==> config.mk <==
export PLATFORM = sky130hd
export DESIGN_NAME = rx_frame_scheduler
export DESIGN_NICKNAME = d
export VERILOG_FILES = /design/src/rtl/rx_sched_pkg.sv /design/src/rtl/rr_arbiter.sv /design/src/rtl/rx_frame_scheduler.sv
export SDC_FILE = /design/constraint.sdc
export NUM_CORES = 1
export LEC_CHECK = 0
export CAP_MARGIN = 0
export CORE_AREA = 2 2 109 111
export CTS_CLUSTER_DIAMETER = 120
export CTS_CLUSTER_SIZE = 20
export DETAILED_ROUTE_END_ITERATION = 10
export DIE_AREA = 0 0 111 113
export PLACE_DENSITY_LB_ADDON = 0.25
export SETUP_SLACK_MARGIN = 0.05
export SLEW_MARGIN = 20
export SYNTH_ARGS = -nofsm -noshare
export SYNTH_HDL_FRONTEND = slang
export SYNTH_SLANG_ARGS = --single-unit
==> constraint.sdc <==
create_clock -name clk -period 2.9 [get_ports clk]
set_input_delay 0.58 -clock clk [delete_from_list [all_inputs] [get_ports clk]]
set_output_delay 0.58 -clock clk [all_outputs]
set_load 0.01 [all_outputs]
==> src/rtl/rx_sched_pkg.sv <==
// Shared types and frame-info field layout for the rx frame scheduler.
package rx_sched_pkg;

    localparam int unsigned INFO_W    = 28;
    localparam int unsigned COUNT_MSB = 27;
    localparam int unsigned COUNT_LSB = 16;
    localparam int unsigned MS_MSB    = 15;
    localparam int unsigned MS_LSB    = 4;
    localparam int unsigned ACQ_MSB   = 3;
    localparam int unsigned ACQ_LSB   = 0;
    localparam int unsigned COUNT_W   = COUNT_MSB - COUNT_LSB + 1;
    localparam int unsigned MS_W      = MS_MSB - MS_LSB + 1;
    localparam int unsigned ACQ_W     = ACQ_MSB - ACQ_LSB + 1;

    typedef enum logic [5:0] {
        ST_IDLE    = 6'b000001,
        ST_LATCH   = 6'b000010,
        ST_POP     = 6'b000100,
        ST_READ    = 6'b001000,
        ST_WAIT    = 6'b010000,
        ST_PRESENT = 6'b100000
    } state_t;

    function automatic logic [COUNT_W-1:0] info_count(input logic [INFO_W-1:0] info);
        return info[COUNT_MSB:COUNT_LSB];
    endfunction

    function automatic logic [MS_W-1:0] info_ms(input logic [INFO_W-1:0] info);
        return info[MS_MSB:MS_LSB];
    endfunction

    function automatic logic [ACQ_W-1:0] info_acq(input logic [INFO_W-1:0] info);
        return info[ACQ_MSB:ACQ_LSB];
    endfunction

endpackage

==> src/rtl/rr_arbiter.sv <==
// Round-robin search: first requesting channel at or after ptr, wrapping upward.
module rr_arbiter #(
    parameter int unsigned NCH = 4,
    parameter int unsigned CHW = 3
) (
    input  logic [NCH-1:0] req,
    input  logic [CHW-1:0] ptr,
    input  logic           en,
    output logic [CHW-1:0] grant,
    output logic           grant_valid
);

    int unsigned idx;

    always_comb begin
        grant       = '0;
        grant_valid = 1'b0;
        idx         = 0;
        for (int unsigned i = 0; i < NCH; i++) begin
            idx = (32'(ptr) + i) % NCH;
            if (en && !grant_valid && req[idx]) begin
                grant       = CHW'(idx);
                grant_valid = 1'b1;
            end
        end
    end

endmodule

==> src/rtl/rx_frame_scheduler.sv <==
// Round-robin drain of completed rx frames from NCH channel FIFOs onto one
// tagged valid/ready byte stream.
module rx_frame_scheduler
    import rx_sched_pkg::*;
#(
    parameter int unsigned NCH    = 4,
    parameter int unsigned RD_LAT = 1,
    parameter int unsigned CHW    = 3
) (
    input  logic                  clk,
    input  logic                  rst,
    input  logic [NCH-1:0]        p_frame_ready_i,
    input  logic [NCH*INFO_W-1:0] frame_info_i,
    output logic [NCH-1:0]        n_rd_frame_o,
    input  logic [NCH*8-1:0]      data_i,
    input  logic [NCH-1:0]        p_empty_i,
    output logic [NCH-1:0]        n_rd_o,
    input  logic                  enable_i,
    output logic [7:0]            out_data_o,
    output logic                  out_valid_o,
    input  logic                  out_ready_i,
    output logic                  out_sof_o,
    output logic                  out_eof_o,
    output logic [CHW-1:0]        out_chan_o,
    output logic [INFO_W-1:0]     out_info_o,
    output logic [7:0]            underrun_cnt_o
);

    state_t             state;
    logic [CHW-1:0]     rr_ptr;
    logic [CHW-1:0]     grant_q;
    logic [CHW-1:0]     grant;
    logic [CHW-1:0]     ptr_next;
    logic               grant_valid;
    logic               arb_en;
    logic [COUNT_W-1:0] remain;
    logic               first_byte;
    logic [1:0]         wait_cnt;
    logic [INFO_W-1:0]  info_sel;
    logic [7:0]         data_sel;

    assign arb_en   = enable_i && (state == ST_IDLE);
    assign info_sel = frame_info_i[INFO_W*32'(grant_q) +: INFO_W];
    assign data_sel = data_i[8*32'(grant_q) +: 8];
    assign ptr_next = (grant == CHW'(NCH-1)) ? '0 : grant + CHW'(1);

    // Strobe decoded in READ itself so data lands exactly RD_LAT cycles later, at the end of WAIT.
    assign n_rd_o = ((state == ST_READ) && !p_empty_i[grant_q]) ? ~(NCH'(1) << grant_q) : '1;

    rr_arbiter #(
        .NCH (NCH),
        .CHW (CHW)
    ) u_arb (
        .req         (p_frame_ready_i),
        .ptr         (rr_ptr),
        .en          (arb_en),
        .grant       (grant),
        .grant_valid (grant_valid)
    );

    always_ff @(posedge clk or negedge rst) begin
        if (!rst) begin
            state          <= ST_IDLE;
            rr_ptr         <= '0;
            grant_q        <= '0;
            remain         <= '0;
            first_byte     <= 1'b0;
            wait_cnt       <= '0;
            n_rd_frame_o   <= '1;
            out_valid_o    <= 1'b0;
            out_sof_o      <= 1'b0;
            out_eof_o      <= 1'b0;
            out_data_o     <= '0;
            out_chan_o     <= '0;
            out_info_o     <= '0;
            underrun_cnt_o <= '0;
        end else begin
            case (state)
                ST_IDLE: begin
                    if (grant_valid) begin
                        grant_q <= grant;
                        rr_ptr  <= ptr_next;
                        state   <= ST_LATCH;
                    end
                end
                ST_LATCH: begin
                    out_info_o   <= info_sel;
                    out_chan_o   <= grant_q;
                    remain       <= info_count(info_sel);
                    first_byte   <= 1'b1;
                    n_rd_frame_o <= ~(NCH'(1) << grant_q);
                    state        <= ST_POP;
                end
                ST_POP: begin
                    n_rd_frame_o <= '1;
                    if (remain == '0) begin
                        state <= ST_IDLE;
                    end else begin
                        state <= ST_READ;
                    end
                end
                ST_READ: begin
                    // An empty FIFO mid-frame aborts without EOF; the counter saturates.
                    if (p_empty_i[grant_q]) begin
                        if (underrun_cnt_o != 8'hFF) begin
                            underrun_cnt_o <= underrun_cnt_o + 8'd1;
                        end
                        state <= ST_IDLE;
                    end else begin
                        wait_cnt <= '0;
                        state    <= ST_WAIT;
                    end
                end
                ST_WAIT: begin
                    if (wait_cnt == 2'(RD_LAT-1)) begin
                        out_data_o  <= data_sel;
                        out_valid_o <= 1'b1;
                        out_sof_o   <= first_byte;
                        out_eof_o   <= (remain == COUNT_W'(1));
                        state       <= ST_PRESENT;
                    end else begin
                        wait_cnt <= wait_cnt + 2'd1;
                    end
                end
                ST_PRESENT: begin
                    if (out_ready_i) begin
                        out_valid_o <= 1'b0;
                        out_sof_o   <= 1'b0;
                        out_eof_o   <= 1'b0;
                        first_byte  <= 1'b0;
                        remain      <= remain - COUNT_W'(1);
                        if (remain == COUNT_W'(1)) begin
                            state <= ST_IDLE;
                        end else begin
                            state <= ST_READ;
                        end
                    end
                end
                default: state <= ST_IDLE;
            endcase
        end
    end

endmodule

Yosys cells after proc, flatten, opt, wreduce, memory -nomap -nowiden
Cells that the tools add are included.
{"block": "word_totals", "reg_bits": 80, "out_inout_bits": 58, "word_cells": 113}
{"block": "op_classes", "addsub": 7, "mul": 1, "order_cmp": 5, "eq_ne": 14, "shifts": 3, "mux": 41, "n_bitwise": 2, "n_reduce_logical": 26}
{"cell": "$shiftx 112x9->28", "count": 1}
{"cell": "$pmux 6 s6", "count": 1}
{"cell": "$shiftx 32x7->8", "count": 1}
{"cell": "$pmux 12 s2", "count": 1}
{"cell": "$mux 6", "count": 3}
{"cell": "$mux 1", "count": 13}
{"cell": "$eq 12x1->1 const B", "count": 1}
{"cell": "$logic_not 12->1", "count": 1}
{"cell": "$lt 2x3->1 const B", "count": 4}
{"cell": "$mux 12", "count": 1}
{"cell": "$mux 4", "count": 3}
{"cell": "$reduce_and 3->1", "count": 4}
{"cell": "$sub 12x1->12 const B", "count": 1}
{"cell": "$bmux 1 s2", "count": 5}
{"cell": "$ne 2x2->1 const B", "count": 5}
{"cell": "$logic_and 1x1->1", "count": 9}
{"cell": "$mux 3", "count": 3}
{"cell": "$add 8x1->8 const B", "count": 1}
{"cell": "$mux 2", "count": 4}
{"cell": "$ne 8x8->1 const B", "count": 1}
{"cell": "$not 4->4", "count": 2}
{"cell": "$pmux 1 s2", "count": 4}
{"cell": "$pmux 4 s2", "count": 1}
{"cell": "$reduce_bool 2->1", "count": 4}
{"cell": "other kinds (17)", "count": 25}

Longest topological paths before layout
Gate-level depths: netlist (run 1).
{"block": "logic_depth", "depth_word": 18, "ltp_mapped": 9, "ltp_nobuf": 8}

Modules after synthesis
From an unflattened synthesis (run 1), not the netlist that was laid out.
{"block": "hier_totals", "cells_unflattened": 481, "area_unflattened_um2": 4979.8}
{"mod": "rx_frame_scheduler", "n_inst": 1, "cells_each": 434, "area_each_um2": 4624.4, "seq_area_each_um2": 2033.2}
{"mod": "rr_arbiter", "n_inst": 1, "cells_each": 47, "area_each_um2": 355.3, "seq_area_each_um2": 0.0}

Worst setup path before layout (run 1)
Ideal clock, no wire load.
{"block": "synth_path", "kind": "input-to-reg", "from": "input p_frame_ready_i[0]", "to": "register rr_ptr[1]", "setup_ps": 125, "arrival_time_ps": 2022, "required_ps": 2775, "path_slack_ps": 754, "cell_stages": 7, "path_buffers": 0, "path_cell_list": "or2_2 a22o_1 a211o_1 mux2i_1 nor2_1 ha_1 mux2_2"}
{"block": "synth_between", "elab_chain_cells": 18, "elab_cells_between_ends": 30, "cone_classes": "add/sub: 1; eq/ne: 1; mux: 17; reduce/logical: 11"}
{"item": "start: declaration", "line": "rx_frame_scheduler.sv:12", "source": "input logic [NCH-1:0] p_frame_ready_i,"}
{"item": "$bmux 1 s2", "line": "rr_arbiter.sv:21", "source": "if (en && !grant_valid && req[idx]) begin"}
{"item": "$mux 1 (implied by the code)", "line": "rr_arbiter.sv:21"}
{"item": "$logic_and 1x1->1", "line": "rr_arbiter.sv:21"}
{"item": "$mux 1", "line": "rr_arbiter.sv:21"}
{"item": "$logic_not 1->1", "line": "rr_arbiter.sv:21"}
{"item": "$logic_and 1x1->1 (2 in series)", "line": "rr_arbiter.sv:21"}
{"item": "$mux 1", "line": "rr_arbiter.sv:21"}
{"item": "$logic_not 1->1", "line": "rr_arbiter.sv:21"}
{"item": "$logic_and 1x1->1 (2 in series)", "line": "rr_arbiter.sv:21"}
{"item": "$mux 1", "line": "rr_arbiter.sv:21"}
{"item": "$logic_not 1->1", "line": "rr_arbiter.sv:21"}
{"item": "$logic_and 1x1->1 (2 in series)", "line": "rr_arbiter.sv:21"}
{"item": "$mux 3 *", "line": "rr_arbiter.sv:21"}
{"item": "named net grant[0]", "line": "rx_frame_scheduler.sv:32", "source": "logic [CHW-1:0] grant;"}
{"item": "$add 2x1->2 or $eq 3x2->1 (tied branches)", "line": "rx_frame_scheduler.sv:45", "source": "assign ptr_next = (grant == CHW'(NCH-1)) ? '0 : grant + CHW'(1);"}
{"item": "$mux 2 *", "line": "rx_frame_scheduler.sv:45"}
{"item": "named net ptr_next[1]", "line": "rx_frame_scheduler.sv:33", "source": "logic [CHW-1:0] ptr_next;"}
{"item": "end signal: assignment", "line": "rx_frame_scheduler.sv:82", "source": "rr_ptr <= ptr_next;"}
{"item": "end: declaration", "line": "rx_frame_scheduler.sv:30", "source": "logic [CHW-1:0] rr_ptr;"}
The timed path passes the listed nets; every way through them passes the cells marked *. The select of a mux whose other input is x is not followed.
A chain may end at the register's enable or synchronous reset.

Final worst setup path (run 1)
{"block": "layout_path", "from": "input p_empty_i[3]", "to": "output n_rd_o[3]"}
{"block": "layout_between", "elab_chain_cells": 5}
{"item": "start: declaration", "line": "rx_frame_scheduler.sv:16", "source": "input logic [NCH-1:0] p_empty_i,"}
{"item": "$bmux 1 s2", "line": "rx_frame_scheduler.sv:48", "source": "assign n_rd_o = ((state == ST_READ) && !p_empty_i[grant_q]) ? ~(NCH'(1) << grant_q) : '1;"}
{"item": "$mux 1 (implied by the code)", "line": "rx_frame_scheduler.sv:48"}
{"item": "$logic_not 1->1", "line": "rx_frame_scheduler.sv:48"}
{"item": "$logic_and 1x1->1", "line": "rx_frame_scheduler.sv:48"}
{"item": "$mux 4", "line": "rx_frame_scheduler.sv:48"}
{"item": "end: declaration", "line": "rx_frame_scheduler.sv:17", "source": "output logic [NCH-1:0] n_rd_o,"}
Every way passes these cells. The select of a mux whose other input is x is not followed.

==> flow_metrics.tcl, run 1 <==
set metrics [dict create \
    holdBufCountCts 0 \
    period_share_pct 96.0 \
    dpl_cell_area_um2 6860 \
    cpPeakStageDelay_ns 0.47 \
    ir_worst_vdd_mv 0.395 \
    fin_skew_ns 0.00830 \
    synth_edf_count 0 \
    worstSetupPathType "primary input to output pin" \
    cp_top_family "buffers and inverters" \
    clk-insertion-delay-late_ns 0.33 \
    ant_nets 0 \
    place_ws_ns -0.138 \
    syn_avg_cell_area_um2 12.5 \
    cellPowerDensity_nw_per_um2 795 \
    hpwl_mm 10.6 \
    relSlewSlack_pct 49.0 \
    maxCapViolations 0 \
    synth_top_area_cell "dfrtp_1" \
    stdcell_area_um2 7170 \
    async_reset_ff_share_pct 100 \
    grt_pass1_wl_mm 21.7 \
    min_period_ns 2.78 \
    grt_max_degree 45 \
    cts_buffer_depth 2 \
    drtIter0Drc 135 \
    crit_fanout 5 \
    place.gp.congestion 0.834 \
    critPathBufInv 2 \
    layout_common_cells "clkdlybuf4s50_1, dfrtp_1, mux4_2" \
    min_path_type "primary input to asynchronous set/reset pin" \
    cts_tree "yes" \
    dr.pass1.iters 4 \
    clkSlewWorstSetupHoldPaths_ns 0.06 \
    diodes 0 \
    path_cells "clkdlybuf4s50_1, mux4_2, and4bb_2, nand3_1, clkdlybuf4s15_1" \
    tightest_slew_ns 0.765 \
    io_buffers 212 \
    grt.total_usage_pct 21.7 \
    synthToLayoutAreaGrowth_pct 54.4 \
    num_io_pins 214 \
    arrival_ns 2.20 \
    vias_per_cell 5.43 \
    die_w_um 111 \
    slew_violations 0 \
    drive_gt1_share_pct 21.3 \
    synthesis.area_um2 4650 \
    grt_setup_unrepaired "false" \
    num_rows 39 \
    final_common_cell "clkdlybuf4s50_1" \
    final-hold-violation-count 0 \
    routed_wl_mm 13.4 \
    dieArea_um2 12500 \
    cp-start-kind "primary input" \
    drc 0 \
    initial_core_util_pct 41.2 \
    fmax_mhz 359 \
    overflow 0 \
    cts_made_buffers 9 \
    final-setup-viol-count 0 \
    synth-seq-cells 78 \
    yosys_warnings 0 \
    ys_types 59 \
    fin_nets 743 \
    status "finished clean" \
    synth.area.top_cells "dfrtp_1, mux4_2, mux2_2" \
    cts_sinks 78 \
    syn-num-nets 534 \
    core-area_um2 11300 \
    ys_seq_area_share_pct 42.1 \
    avgRoutedWirePerCell_um 18.3 \
    htreeDepth 3 \
    vias 3959 \
    synthFlopType "dfrtp_1" \
    finalWorstSetupSlack_ns 0.115 \
    critPathSlowestCell "mux4_2" \
    grt_pass1_vias 4324 \
    setup.worst_path.end_class "output pin" \
    yosysTopAreaCellShare_pct 39.3 \
    cp.required_ns 2.32 \
    holdWs_ns 0.243 \
    power.leakage_uw 0.00286 \
    cts-root-buf "clkbuf_16" \
    antenna_found_initial 0 \
    die_h_um 113 \
    synth_cells 373 \
    postCtsSetupRepairBufs 0 \
]
-- sequential cells by signal (all words and copies together), names as in the netlist, 2 cells and up --
register,count
grant_q,2
n_rd_frame_o,4
out_chan_o,2
out_data_o,8
out_info_o,28
remain,12
rr_ptr,2
state,6
underrun_cnt_o,8
wait_cnt,2
-- worst reg2reg max path: stages (launching register included) --
cell and delay [ns]:
dfrtp_1 0.46, or3b_2 0.47, a21oi_1 0.20, a2111oi_0 0.11, mux2i_1 0.19, nor2_1 0.07, ha_1 0.19, nor4_1 0.30
a21o_1 0.12
-- logic make-up (layout without fill, tap and decap cells) --
family / Yosys count / after routing / share of synthesized area [%]
fa+ha+maj: 5 / 5 / 1.35
other cells: 1 / 1 / 0.0807
flops: 78 / 78 / 42.1
compound gates: 68 / 68 / 9.48
simple gates: 101 / 101 / 13.0
xor+xnor: 8 / 8 / 1.51
buf+inv: 33 / 246 / 4.09
mux: 79 / 79 / 28.4
-- path summary, 6_finish.rpt --
path / startpoint / end / slack [ns] / depth (start not counted)
max: p_empty_i[3] / n_rd_o[3] / 0.12 / 5
min: rst / rr_ptr[0]$_DFFE_PN0P_ / 0.24 / 1
max reg2reg: rr_ptr[0]$_DFFE_PN0P_ / rr_ptr[0]$_DFFE_PN0P_ / 0.73 / 8
min reg2reg: out_valid_o$_DFFE_PN0P_ / out_valid_o$_DFFE_PN0P_ / 0.48 / 2
max in group asynchronous: rst / remain[7]$_DFFE_PN0P_ / 1.99 / 2
min in group clk: out_valid_o$_DFFE_PN0P_ / out_valid_o$_DFFE_PN0P_ / 0.48 / 2
-- power breakdown --
group | switching [uW] | total, uW | internal [uW] | leakage (uW)
registers | 323 | 1840 | 1510 | 0.000938
logic | 1120 | 2670 | 1550 | 0.00178
clock network | 443 | 1200 | 752 | 0.000149
-- layer usage --
layer,GRT usage (%),vias up,part of all wire (%)
met5,0,-,0
met4,6.42,0,2.1
met3,5.57,23,6.2
met2,40.9,136,55
met1,24.2,1962,37
li1,-,1838,-
-- synth_stat cells, types with 3 or more instances --
cell and instances:
nor3_1 7, a21oi_1 20, nand3_1 8, o21ai_1 4, nor2_1 16, clkbuf_1 6
nand4_1 5, inv_1 9, o21ai_0 18, nor2b_1 6, xnor2_1 6, mux4_2 37
buf_4 8, buf_2 5, ha_1 5, o2bb2ai_1 5, nand2_1 27, mux2i_1 3
mux2_4 4, o211ai_1 5, dfrtp_1 73, buf_6 4, mux2_2 35, dfstp_2 5
nor3b_1 5, nor4_1 5
-- stage by stage --
| stage | total power, uW | TNS (ns) | util (%) | cells |
|---|---|---|---|---|
| after floorplan | 3440 | 0 | - | 373 |
| after global placement | 4470 | -0.145 | 60.9 | 714 |
| after detailed placement | 4550 | -0.243 | 60.9 | 714 |
| after CTS | 5760 | 0 | 63.6 | 729 |
| after global routing | 6040 | 0 | 63.6 | 729 |
| final | 5700 | 0 | 63.6 | 729 |
-- final cells by class --
cell class                      count  area (um2)
Clock buffer                       10         229
Fill cell                         857        4100
Tap cell                          143         179
Multi-Input combinational cell    262        2500
Sequential cell                    78        1960
Inverter                           10        37.5
Clock inverter                      5        85.1
Timing Repair Buffer              221        2180
-- what timing repair did --
| action | in CTS | in global routing |
|---|---|---|
| setup endpoints to repair | 4 | 1 |
| resized for setup | 4 | 1 |
| pin swaps | 1 | 1 |
Power figures use the tool's default switching activity.
==> inputs of run 2 (changes only) <==
CELL_PAD_IN_SITES_DETAIL_PLACEMENT = 0   (was unset)
CELL_PAD_IN_SITES_GLOBAL_PLACEMENT = 1   (was unset)
CORE_AREA = 2 2 124 126   (was 2 2 109 111)
DIE_AREA = 0 0 126 128   (was 0 0 111 113)
GPL_TIMING_DRIVEN = 0   (was unset)
==> run 2 against run 1 <==
Global-route usage down 3.8 points. Utilization shrank 14 points. Cell count is 8.6% higher. Maximum frequency increased by 0.16%. Non-clock buffer count up 17. Cell area grew 2.0%. Worst hold slack lost 0.076 ns. Via count is 0.76% higher. Clock power down 8%. Sequential cell count stayed put. Wire length up 6.7%. Count of clock-buffer cells in the layout up 2. Highest routed layer unchanged.
==> flow_metrics.tcl, run 2 (same netlist as run 1, synthesis figures left out) <==
set metrics [dict create \
    drc 0 \
    vias_per_cell 5.04 \
    initial_core_util_pct 31.3 \
    crit_path_start "p_empty_i[3]" \
    tightest_slew_ns 0.561 \
    arrival_ns 2.20 \
    core-area_um2 14900 \
    path_cells "clkdlybuf4s50_1, mux4_2, and4bb_4, buf_4, nand3_1, buf_2" \
    fin_skew_ns 0.00807 \
    grt.total_usage_pct 17.9 \
    die_w_um 126 \
    min_period_ns 2.78 \
    num_rows 45 \
    clkPwrFrac_pct 19.3 \
    r2r_cells 8 \
    routed_wl_mm 14.3 \
    power.leakage_uw 0.00293 \
    setup.worst_path.end_class "output pin" \
    diodes 0 \
    finish.utilization_pct 49.2 \
    tns_ns 0 \
    htreeDepth 3 \
    cts_sinks 78 \
    overflow 0 \
    p_seq_share_pct 31.7 \
    dr.pass1.iters 4 \
    layout_common_cells "clkdlybuf4s50_1, dfrtp_1, mux4_2" \
    r2r_slack_ns 0.72 \
    grt_max_degree 52 \
    num-fill-cells 1422 \
    reg_top3 "out_info_o x28, remain x12" \
    io_buffers 212 \
    grt_setup_unrepaired "false" \
    worstSetupPathType "primary input to output pin" \
    clkSlewWorstSetupHoldPaths_ns 0.06 \
    final_common_cell "clkdlybuf4s50_1" \
    crit_end "n_rd_o[3]" \
    holdBufCountCts 0 \
    synthToLayoutAreaGrowth_pct 57.5 \
    die_h_um 128 \
    cts_made_buffers 9 \
    drtIter0Drc 186 \
    finalWorstSetupSlack_ns 0.120 \
    min_path_type "primary input to asynchronous set/reset pin" \
    p_int_uw 3770 \
    power_frac_comb_pct 49.0 \
    grt_pass1_vias 4244 \
    regMostFlops "out_info_o" \
    drive_gt1_share_pct 22.4 \
    power_switching_uw 1930 \
    status "finished clean" \
    r2r-end "rr_ptr[1]$_DFFE_PN0P_" \
    final-setup-viol-count 0 \
    place.gp.congestion 0.769 \
    cpPeakStageDelay_ns 0.50 \
    relSlewSlack_pct 62.6 \
    slew_violations 0 \
    vias 3989 \
    largest_reg_flops 28 \
    fmax_mhz 360 \
    hpwl_mm 11.4 \
    crit_fanout 4 \
    ant_nets 0 \
    cp.required_ns 2.32 \
    grt_pass1_wl_mm 22.4 \
    maxCapViolations 0 \
    ir_worst_vdd_mv 0.404 \
    clk-insertion-delay-late_ns 0.34 \
    avgRoutedWirePerCell_um 18.0 \
    num_io_pins 214 \
    timing.rr.start "rr_ptr[0]$_DFFE_PN0P_" \
    cellPowerDensity_nw_per_um2 779 \
    cts_buffer_depth 2 \
    cp-start-kind "primary input" \
    fin_nets 760 \
    critPathSlowestCell "mux4_2" \
    place_ws_ns -0.175 \
    cts_tree "yes" \
    swShare_pct 33.9 \
    antenna_found_initial 0 \
    cts-root-buf "clkbuf_16" \
    dieArea_um2 16100 \
    period_share_pct 95.9 \
    final-hold-violation-count 0 \
]
run 2: changes by cell type in the layout (fill, tap and decap cells not counted), moves of 2 or more:
cell / delta
dfrtp_1: +2
clkbuf_1: +8
dfrtp_2: -2
buf_6: +4
buf_2: +6
clkinv_2: +2
clkinv_4: -2
run 2: worst min path at each step:
stage	startpoint	end	slack (ns)	depth (start not counted)
after floorplan	rst	first_byte$_DFFE_PN0P_	0.28	0
after global placement	out_valid_o$_DFFE_PN0P_	out_valid_o$_DFFE_PN0P_	0.46	2
after detailed placement	wait_cnt[0]$_DFFE_PN0P_	wait_cnt[0]$_DFFE_PN0P_	0.47	1
after CTS	rst	state[3]$_DFFE_PN0P_	0.17	1
after global routing	rst	state[3]$_DFFE_PN0P_	0.19	1
final	rst	state[3]$_DFFE_PN0P_	0.17	1
run 2: layout make-up:
cell class	instances	area (um2)	share of cell area [%]
Buffer	23	153	2.09
Clock buffer	12	236	3.23
Clock inverter	4	47.5	0.650
Inverter	10	37.5	0.513
Multi-Input combinational cell	262	2500	34.2
Sequential cell	78	1960	26.8
Tap cell	188	235	3.21
Timing Repair Buffer	215	2150	29.4
run 2: metal layers:
metal | routed length, um | part of all wire [%] | global-route usage (%)
met1 | 5550 | 39 | 20.9
met2 | 7470 | 52 | 31.1
met3 | 926 | 6.5 | 5.38
met4 | 299 | 2.1 | 6.92
met5 | 0 | 0 | 0
run 2: per-stage QoR:
step	total power, uW	instances	area (um2)	hold slack, ns
finish	5700	792	7320	0.167
CTS	5800	792	7320	0.170
detailed placement	4660	774	7030	0.470
global route	6100	792	7320	0.186
floorplan	3440	373	4650	0.284
global placement	4590	773	7000	0.460
run 2: what timing repair did:
item,4_1_cts,5_1_grt
gates cloned,0,0
setup buffers,2,0
pin swaps,1,1
endpoints found under the hold margin,0,0
setup endpoints to repair,4,1
resized for setup,9,1
run 2: power groups by stage:
stage,combinational [uW],sequential (uW),clock (uW)
final,2790,1810,1100
after global routing,3040,1870,1190
after CTS,2850,1810,1140
after detailed placement,2840,1820,0
after global placement,2800,1790,0
after floorplan,1550,1890,0
run 2: critical path: cells and delay by family:
family / cells / cell delay [ns]
buffers and inverters: 3 / 0.68
multiplexers: 1 / 0.50
AND/OR/NAND/NOR: 2 / 0.44
==> inputs of run 3 (changes only) <==
GPL_ROUTABILITY_DRIVEN = 0   (was unset)
clock period = 2.6 ns   (was 2.9 ns; I/O delays follow)
==> run 3 against run 2 <==
Combinational power is 14% higher. Highest routed layer unchanged. Largest cell class unchanged. Setup slack worse by 0.037 ns. Register-to-register slack worse by 0.43 ns.
==> flow_metrics.tcl, run 3 (same netlist as run 1, synthesis figures left out) <==
set metrics [dict create \
    status "finished clean" \
    reg_top3 "out_info_o x28, remain x12" \
    drive_gt1_share_pct 24.0 \
    maxCapViolations 0 \
    worstSetupPathType "register to output pin" \
    cts_buffer_depth 2 \
    cts-root-buf "clkbuf_16" \
    cp_top_family "multiplexers" \
    routed_wl_mm 14.3 \
    final-setup-viol-count 0 \
    vias 4017 \
    route.met3.wl_um 938 \
    num_rows 45 \
    io_buffers 212 \
    grt_max_degree 52 \
    ir_worst_vdd_mv 0.454 \
    clk-insertion-delay-late_ns 0.34 \
    period_share_pct 96.8 \
    initial_core_util_pct 31.3 \
    setup.worst_path.end_class "output pin" \
    tightest_slew_ns 0.562 \
    cp.required_ns 2.08 \
    cp_common_cell "buf_6" \
    grt.total_usage_pct 18.0 \
    grt_pass1_wl_mm 22.4 \
    stdcell_area_um2 7380 \
    cellPowerDensity_nw_per_um2 872 \
    relSlewSlack_pct 62.5 \
    stdcell_count 797 \
    layout_common_cells "clkdlybuf4s50_1, dfrtp_1, mux4_2" \
    cts_made_buffers 9 \
    largest_reg_flops 28 \
    core-area_um2 14900 \
    diodes 0 \
    die_h_um 128 \
    r2r_cells 7 \
    htreeDepth 3 \
    antenna_found_initial 0 \
    die_w_um 126 \
    fin_skew_ns 0.00965 \
    crit_fanout 3 \
    arrival_ns 2.00 \
    num_io_pins 214 \
    hpwl_mm 11.4 \
    timing.rr.start "grant_q[0]$_DFFE_PN0P_" \
    r2r_slack_ns 0.29 \
    cts_tree "yes" \
    dr.pass1.iters 4 \
    clkSlewWorstSetupHoldPaths_ns 0.06 \
    fmax_mhz 397 \
    dieArea_um2 16100 \
    min_path_type "primary input to asynchronous set/reset pin" \
    overflow 0 \
    critPathSlowestCell "mux4_2" \
    final-hold-violation-count 0 \
    synthToLayoutAreaGrowth_pct 58.9 \
    wl_met2_mm 7.49 \
    critPathBufInv 3 \
    path_cells "buf_8, mux4_2, and4bb_4, buf_6, nand3_2, buf_6" \
    grt_setup_unrepaired "true" \
    min_period_ns 2.52 \
    power.leakage_uw 0.00299 \
    avgRoutedWirePerCell_um 17.9 \
    final_common_cell "clkdlybuf4s50_1" \
    cts_sinks 78 \
    top_layer_used "met4" \
    slew_violations 0 \
    r2r-end "out_info_o[23]$_DFFE_PN0P_" \
    placed_cells 774 \
    drc 0 \
    cpPeakStageDelay_ns 0.50 \
    grt_pass1_vias 4253 \
    drtIter0Drc 181 \
    regMostFlops "out_info_o" \
    dpl_cell_area_um2 7030 \
    total_power_uw 6440 \
    vias_per_cell 5.04 \
    drt-met1-wl_mm 5.55 \
    tns_ns 0 \
    cp-start-kind "register" \
    ant_nets 0 \
    fin_nets 765 \
]
## run 3: worst register-to-register path, stage by stage, from the launching register on
cell,delay (ns)
dfrtp_1,0.37
buf_8,0.11
buf_4,0.09
buf_4,0.18
buf_4,0.22
buf_2,0.35
mux4_2,0.60
mux2_2,0.29
## run 3: layer usage
metal	up-vias	track usage, %
met5	-	0
met4	0	6.92
met3	22	5.38
met2	128	31.2
met1	1989	21.0
li1	1878	-
## run 3: how the worst max path moves through the flow
| stage | from | to | slack (ns) | cells after the start |
|---|---|---|---|---|
| after floorplan | p_frame_ready_i[0] | rr_ptr[1]$_DFFE_PN0P_ | 0.51 | 7 |
| after CTS | grant_q[0]$_DFFE_PN0P_ | n_rd_o[3] | 0.07 | 6 |
| after global routing | grant_q[0]$_DFFE_PN0P_ | n_rd_o[3] | 0.02 | 6 |
| after detailed placement | p_empty_i[3] | n_rd_o[3] | -0.35 | 5 |
| after global placement | rst | out_info_o[8]$_DFFE_PN0P_ | -1.90 | 1 |
| final | grant_q[0]$_DFFE_PN0P_ | n_rd_o[3] | 0.08 | 6 |
## run 3: area by class of cell
| type | instances | area, um2 |
|---|---|---|
| Clock inverter | 4 | 47.5 |
| Sequential cell | 78 | 1960 |
| Clock buffer | 12 | 236 |
| Timing Repair Buffer | 221 | 2200 |
| Fill cell | 1425 | 7480 |
| Tap cell | 188 | 235 |
| Buffer | 22 | 155 |
| Multi-Input combinational cell | 262 | 2520 |
| Inverter | 10 | 37.5 |
## run 3: what timing repair did
item / in CTS / in global routing
pin swaps: 1 / 1
hold buffers: 0 / 0
resized for setup: 18 / 11
endpoints found under the hold margin: 0 / 0
setup endpoints to repair: 4 / 6
setup buffers: 5 / 3
## run 3: where the power goes
part	switching [uW]	leakage, uW	internal (uW)
Clock	495	0.000137	741
Combinational	1350	0.00191	1830
Sequential	330	0.000940	1690
Total	2180	0.00299	4260
## run 3: stage by stage
stage / worst slack [ns] / util, % / hold slack [ns]
CTS: 0.0699 / 49.4 / 0.110
global route: 0.0176 / 49.7 / 0.126
detailed placement: -0.355 / 47.3 / 0.470
global placement: -1.90 / 47.1 / 0.460
floorplan: 0.514 / - / 0.224
finish: 0.0829 / 49.7 / 0.106
==> patch 1: new RTL, config.mk and constraints of run 1 <==
Re-encode `state_t` (6 states) as binary, 3 bits wide.
--- a/src/rtl/rx_sched_pkg.sv
+++ b/src/rtl/rx_sched_pkg.sv
@@ -14,9 +14,9 @@
 
-    typedef enum logic [5:0] {
-        ST_IDLE    = 6'b000001,
-        ST_LATCH   = 6'b000010,
-        ST_POP     = 6'b000100,
-        ST_READ    = 6'b001000,
-        ST_WAIT    = 6'b010000,
-        ST_PRESENT = 6'b100000
+    typedef enum logic [2:0] {
+        ST_IDLE    = 3'd0,
+        ST_LATCH   = 3'd1,
+        ST_POP     = 3'd2,
+        ST_READ    = 3'd3,
+        ST_WAIT    = 3'd4,
+        ST_PRESENT = 3'd5
     } state_t;
Behaviour: no difference found for any inputs over 4 cycles, from zero or initial values and one cycle with rst low; so few cycles prove little.
==> patch 1 against run 1 <==
- sequential cell count shrank 3
- critical endpoint is now n_rd_o[0]
- cell area grew 0.10%
- die area is the same
- largest cell class unchanged
- largest power group unchanged
- cell count grew 8.6%
- total power grew 20%
- highest routed layer unchanged
- area after synthesis shrank 2.5%
- wire length shrank 1.7%
- setup slack gained 0.0096 ns
- non-clock buffer count grew 11
- first-iteration DRC count grew 5.9%
- clock skew shrank 0.0019 ns
- critical path depth grew 2
- register-to-register slack gained 0.06 ns
==> patch 1: results (changes against run 1) <==
- The final layout net count is 806 (was 743).
- The met3 usage is 5.20% (was 5.57%).
- The proportion of final cell area spent on non-clock buffers is 31.6% (was 30.4%).
- The worst-case clock skew is 0.00643 ns (was 0.00830 ns).
- The detailed-placement wirelength estimate came to 10100 um (was 10600 um).
- The number of cells in the design after placement is 771 (was 714).
- The multiplexer share of the synthesized area came to 22.6% (was 28.4%).
- The post-synthesis net count is 594 (was 534).
- The share of cells above drive strength 1 came to 15.9% (was 21.3%).
- The actual slew at the worst max-slew pin is 0.944 ns (was 0.765 ns).
- The count of routing violations after the opening detailed-route iteration came to 143 (was 135).
- The fraction of met2 tracks used by global routing is 37.9% (was 40.9%).
- The combinational power share came to 51.9% (was 46.8%).
- The number of vias in the routed layout is 4222 (was 3959).
- The clock distribution area overhead in the final layout is 4.60% (was 4.38%).
- The fraction of standard cell area that is sequential is 26.2% (was 27.3%).
- The overall track demand over capacity in global routing is 20.8% (was 21.7%).
- The adder-cell share of the synthesized area is 1.38% (was 1.35%).
- Biggest area contributors in the synthesized netlist: sky130_fd_sc_hd__dfrtp_1 (39%), sky130_fd_sc_hd__mux4_2 (18%), sky130_fd_sc_hd__nand2_1 (9.0%) (was sky130_fd_sc_hd__dfrtp_1 (39%), sky130_fd_sc_hd__mux4_2 (18%), sky130_fd_sc_hd__mux2_2 (8.5%)).
- The number of unique standard cell types used by synthesis came to 55 (was 59).
- The average detailed-routed wire length per instance is 16.6 um (was 18.3 um).
- The met3 routed wirelength was 819 um (was 832 um).
- The reported leakage power is 2.96 nW (was 2.86 nW).
- Run status: completed (unchanged).
- The area of the multi-input gates came to 2470 sq um (was 2500 sq um).
- The power in combinational cells came to 3.56 mW (was 2.67 mW).
- The post-synthesis register bit count is 75 (was 78).
- The amount of wire on met2 after detailed routing came to 6870 um (was 7330 um).
- The post-synthesis sequential area ratio is 41.6% (was 42.1%).
## patch 1: critical path: stages
cell                              delay (ns)
sky130_fd_sc_hd__clkdlybuf4s50_1        0.42
sky130_fd_sc_hd__mux2i_2                0.21
sky130_fd_sc_hd__mux2i_1                0.13
sky130_fd_sc_hd__nor3_1                 0.17
sky130_fd_sc_hd__buf_4                  0.17
sky130_fd_sc_hd__nand2_1                0.05
sky130_fd_sc_hd__clkdlybuf4s50_1        0.47
## patch 1: worst paths after layout
kind,start,to,slack (ns),depth (start not counted)
setup / recovery,p_empty_i[1],n_rd_o[0],0.12,7
hold / removal,rst,underrun_cnt_o[1],0.38,1
setup reg to reg,state[0],rr_ptr[1],0.79,5
hold reg to reg,out_valid_o,out_valid_o,0.47,1
max in group asynchronous,rst,n_rd_frame_o[3],1.81,2
min in group clk,out_valid_o,out_valid_o,0.47,1
## patch 1: timing repair
item / in CTS / in global routing
setup buffers: 2 / 4
pin swaps: 0 / 1
setup endpoints to repair: 4 / 3
resized for setup: 4 / 1
==> patch 2: new RTL, flow settings as in run 1 <==
Without the edit above. Reset style: synchronous (`rst`), changed in one clocked block.
--- a/src/rtl/rx_frame_scheduler.sv
+++ b/src/rtl/rx_frame_scheduler.sv
@@ -60,3 +60,3 @@
 
-    always_ff @(posedge clk or negedge rst) begin
+    always_ff @(posedge clk) begin
         if (!rst) begin
Formal check against the unedited RTL: differs if rst is asserted again (counterexample within 4 cycles, from zero or initial values and one cycle with rst low); with rst held inactive, the same outputs for 4 cycles.
==> patch 2 against run 1 <==
- wire length grew 12%
- clock skew decreased by 0.0010 ns
- area after synthesis down 3.4%
- first-iteration DRC count up 33%
- sequential share of layout area shrank 5.1 points
- sequential cell count stayed put
- count of clock-buffer cells in the layout unchanged
- register-to-register slack got worse by 0.03 ns
- setup slack gained 0.074 ns
- critical path depth grew 1
- cell area fell by 2.0%
- largest cell class unchanged
Power is not compared: it rests on default switching activity, and its combinational part moved more than twofold at a synthesized area within 25%.
==> patch 2: results (changes against run 1) <==
- The largest fanout on the critical path was 4 (was 5).
- The number of vias in the routed layout is 4595 (was 3959).
- The area after detailed placement is 6710 sq um (was 6860 sq um).
- The post-synthesis net count is 653 (was 534).
- The average detailed-routed wire length per instance is 17.7 um (was 18.3 um).
- The async set-or-reset flop fraction in the synthesized netlist is 0% (was 100%).
- Biggest area contributors in the synthesized netlist: sky130_fd_sc_hd__dfxtp_1 (35%), sky130_fd_sc_hd__mux4_2 (17%), sky130_fd_sc_hd__nand2_1 (8.3%) (was sky130_fd_sc_hd__dfrtp_1 (39%), sky130_fd_sc_hd__mux4_2 (18%), sky130_fd_sc_hd__mux2_2 (8.5%)).
- The routability congestion estimate from global placement came to 0.810 (was 0.834).
- The worst max-slew margin expressed relative to the limit is 38.9% (was 49.0%).
- The final non-filler cell total is 841 (was 729).
- The total of buffers placed on input and output ports came to 212 (unchanged).
- The maximum number of pins on one net before global-route repair was 44 (was 45).
- Run status: completed (unchanged).
- The worst stage delay on the critical path is 0.48 ns.
- Leading post-synthesis cells by instance count: sky130_fd_sc_hd__nand2_1 (99), sky130_fd_sc_hd__dfxtp_1 (78), sky130_fd_sc_hd__a21oi_1 (63) (was sky130_fd_sc_hd__dfrtp_1 (73), sky130_fd_sc_hd__mux4_2 (37), sky130_fd_sc_hd__mux2_2 (35)).
- The data arrival time of the critical path is 2.13 ns (was 2.20 ns).
- The post-cts repair resize count was 5 (was 4).
- The worst-case clock skew came to 0.00725 ns (was 0.00830 ns).
- The family with the most delay on the worst path is buffers and inverters (unchanged).
- The overall track demand over capacity in global routing is 23.6% (was 21.7%).
- The via count of the first global-routing pass came to 4789 (was 4324).
- The detailed-placement wirelength estimate was 11900 um (was 10600 um).
- The final layout net count came to 854 (was 743).
- The number of cells in the design after placement was 825 (was 714).
- The most frequent cell after synthesis was sky130_fd_sc_hd__nand2_1 (was sky130_fd_sc_hd__dfrtp_1).
- The global-route wire length before repair was 23500 um (was 21700 um).
- The number of unique standard cell types used by synthesis was 63 (was 59).
- The worst min-delay path class is register to register (was input pin to async pin).
- The post-synthesis sequential area ratio is 34.8% (was 42.1%).
- The per-instance average area after synthesis is 9.12 sq um (was 12.5 sq um).
- The share of cells above drive strength 1 is 11.9% (was 21.3%).
- The number of cells traversed by the worst hold path is 2.
- The count of routing violations after the opening detailed-route iteration came to 180 (was 135).
-- patch 2: worst paths after layout --
| path | start | to | slack [ns] |
|---|---|---|---|
| worst min-delay path | out_info_o[26] | out_info_o[26] | 0.46 |
| worst max register to register | grant_q[0] | remain[5] | 0.70 |
| worst min register to register | out_info_o[26] | out_info_o[26] | 0.46 |
| worst max-delay path | p_empty_i[3] | n_rd_o[3] | 0.19 |
-- patch 2: kinds of logic (layout without fill, tap and decap cells) --
logic type	after synthesis	count (layout)	share of synthesized area, %
AOI/OAI and AO/OA	116	116	16.1
buffers and inverters	45	251	4.77
xor gates and xnor gates	6	6	1.17
adders and majority gates	5	5	1.39
and+or+nand+nor	197	197	21.1
muxes	44	44	20.6
other	1	1	0.0836
DFF	78	78	34.8
-- patch 2: stage by stage --
step	total power, mW	worst slack (ns)
after global placement	2.05	-0.0597
after detailed placement	2.07	-0.0475
after floorplan	1.70	0.775
after CTS	3.29	0.179
final	3.27	0.189
after global routing	3.41	0.0988
-- patch 2: final cells by class --
| class | instances | area, sq um |
|---|---|---|
| Fill cell | 899 | 4240 |
| Multi-Input combinational cell | 369 | 2710 |
| Timing Repair Buffer | 224 | 2210 |
| Sequential cell | 78 | 1560 |
| Clock buffer | 10 | 239 |
| Tap cell | 143 | 179 |
| Clock inverter | 6 | 85.1 |
| Inverter | 11 | 41.3 |
-- patch 2: layer usage --
| metal | part of all wire (%) | track usage [%] | vias up |
|---|---|---|---|
| li1 | - | - | 2192 |
| met1 | 38 | 25.5 | 2228 |
| met2 | 54 | 45.4 | 152 |
| met3 | 5.9 | 5.57 | 23 |
| met4 | 1.9 | 7.58 | 0 |
| met5 | 0 | 0 | - |
-- patch 2: power by group --
group	internal [mW]	switching (mW)
combinational	0.504	0.365
clock	0.774	0.448
sequential	1.13	0.0530
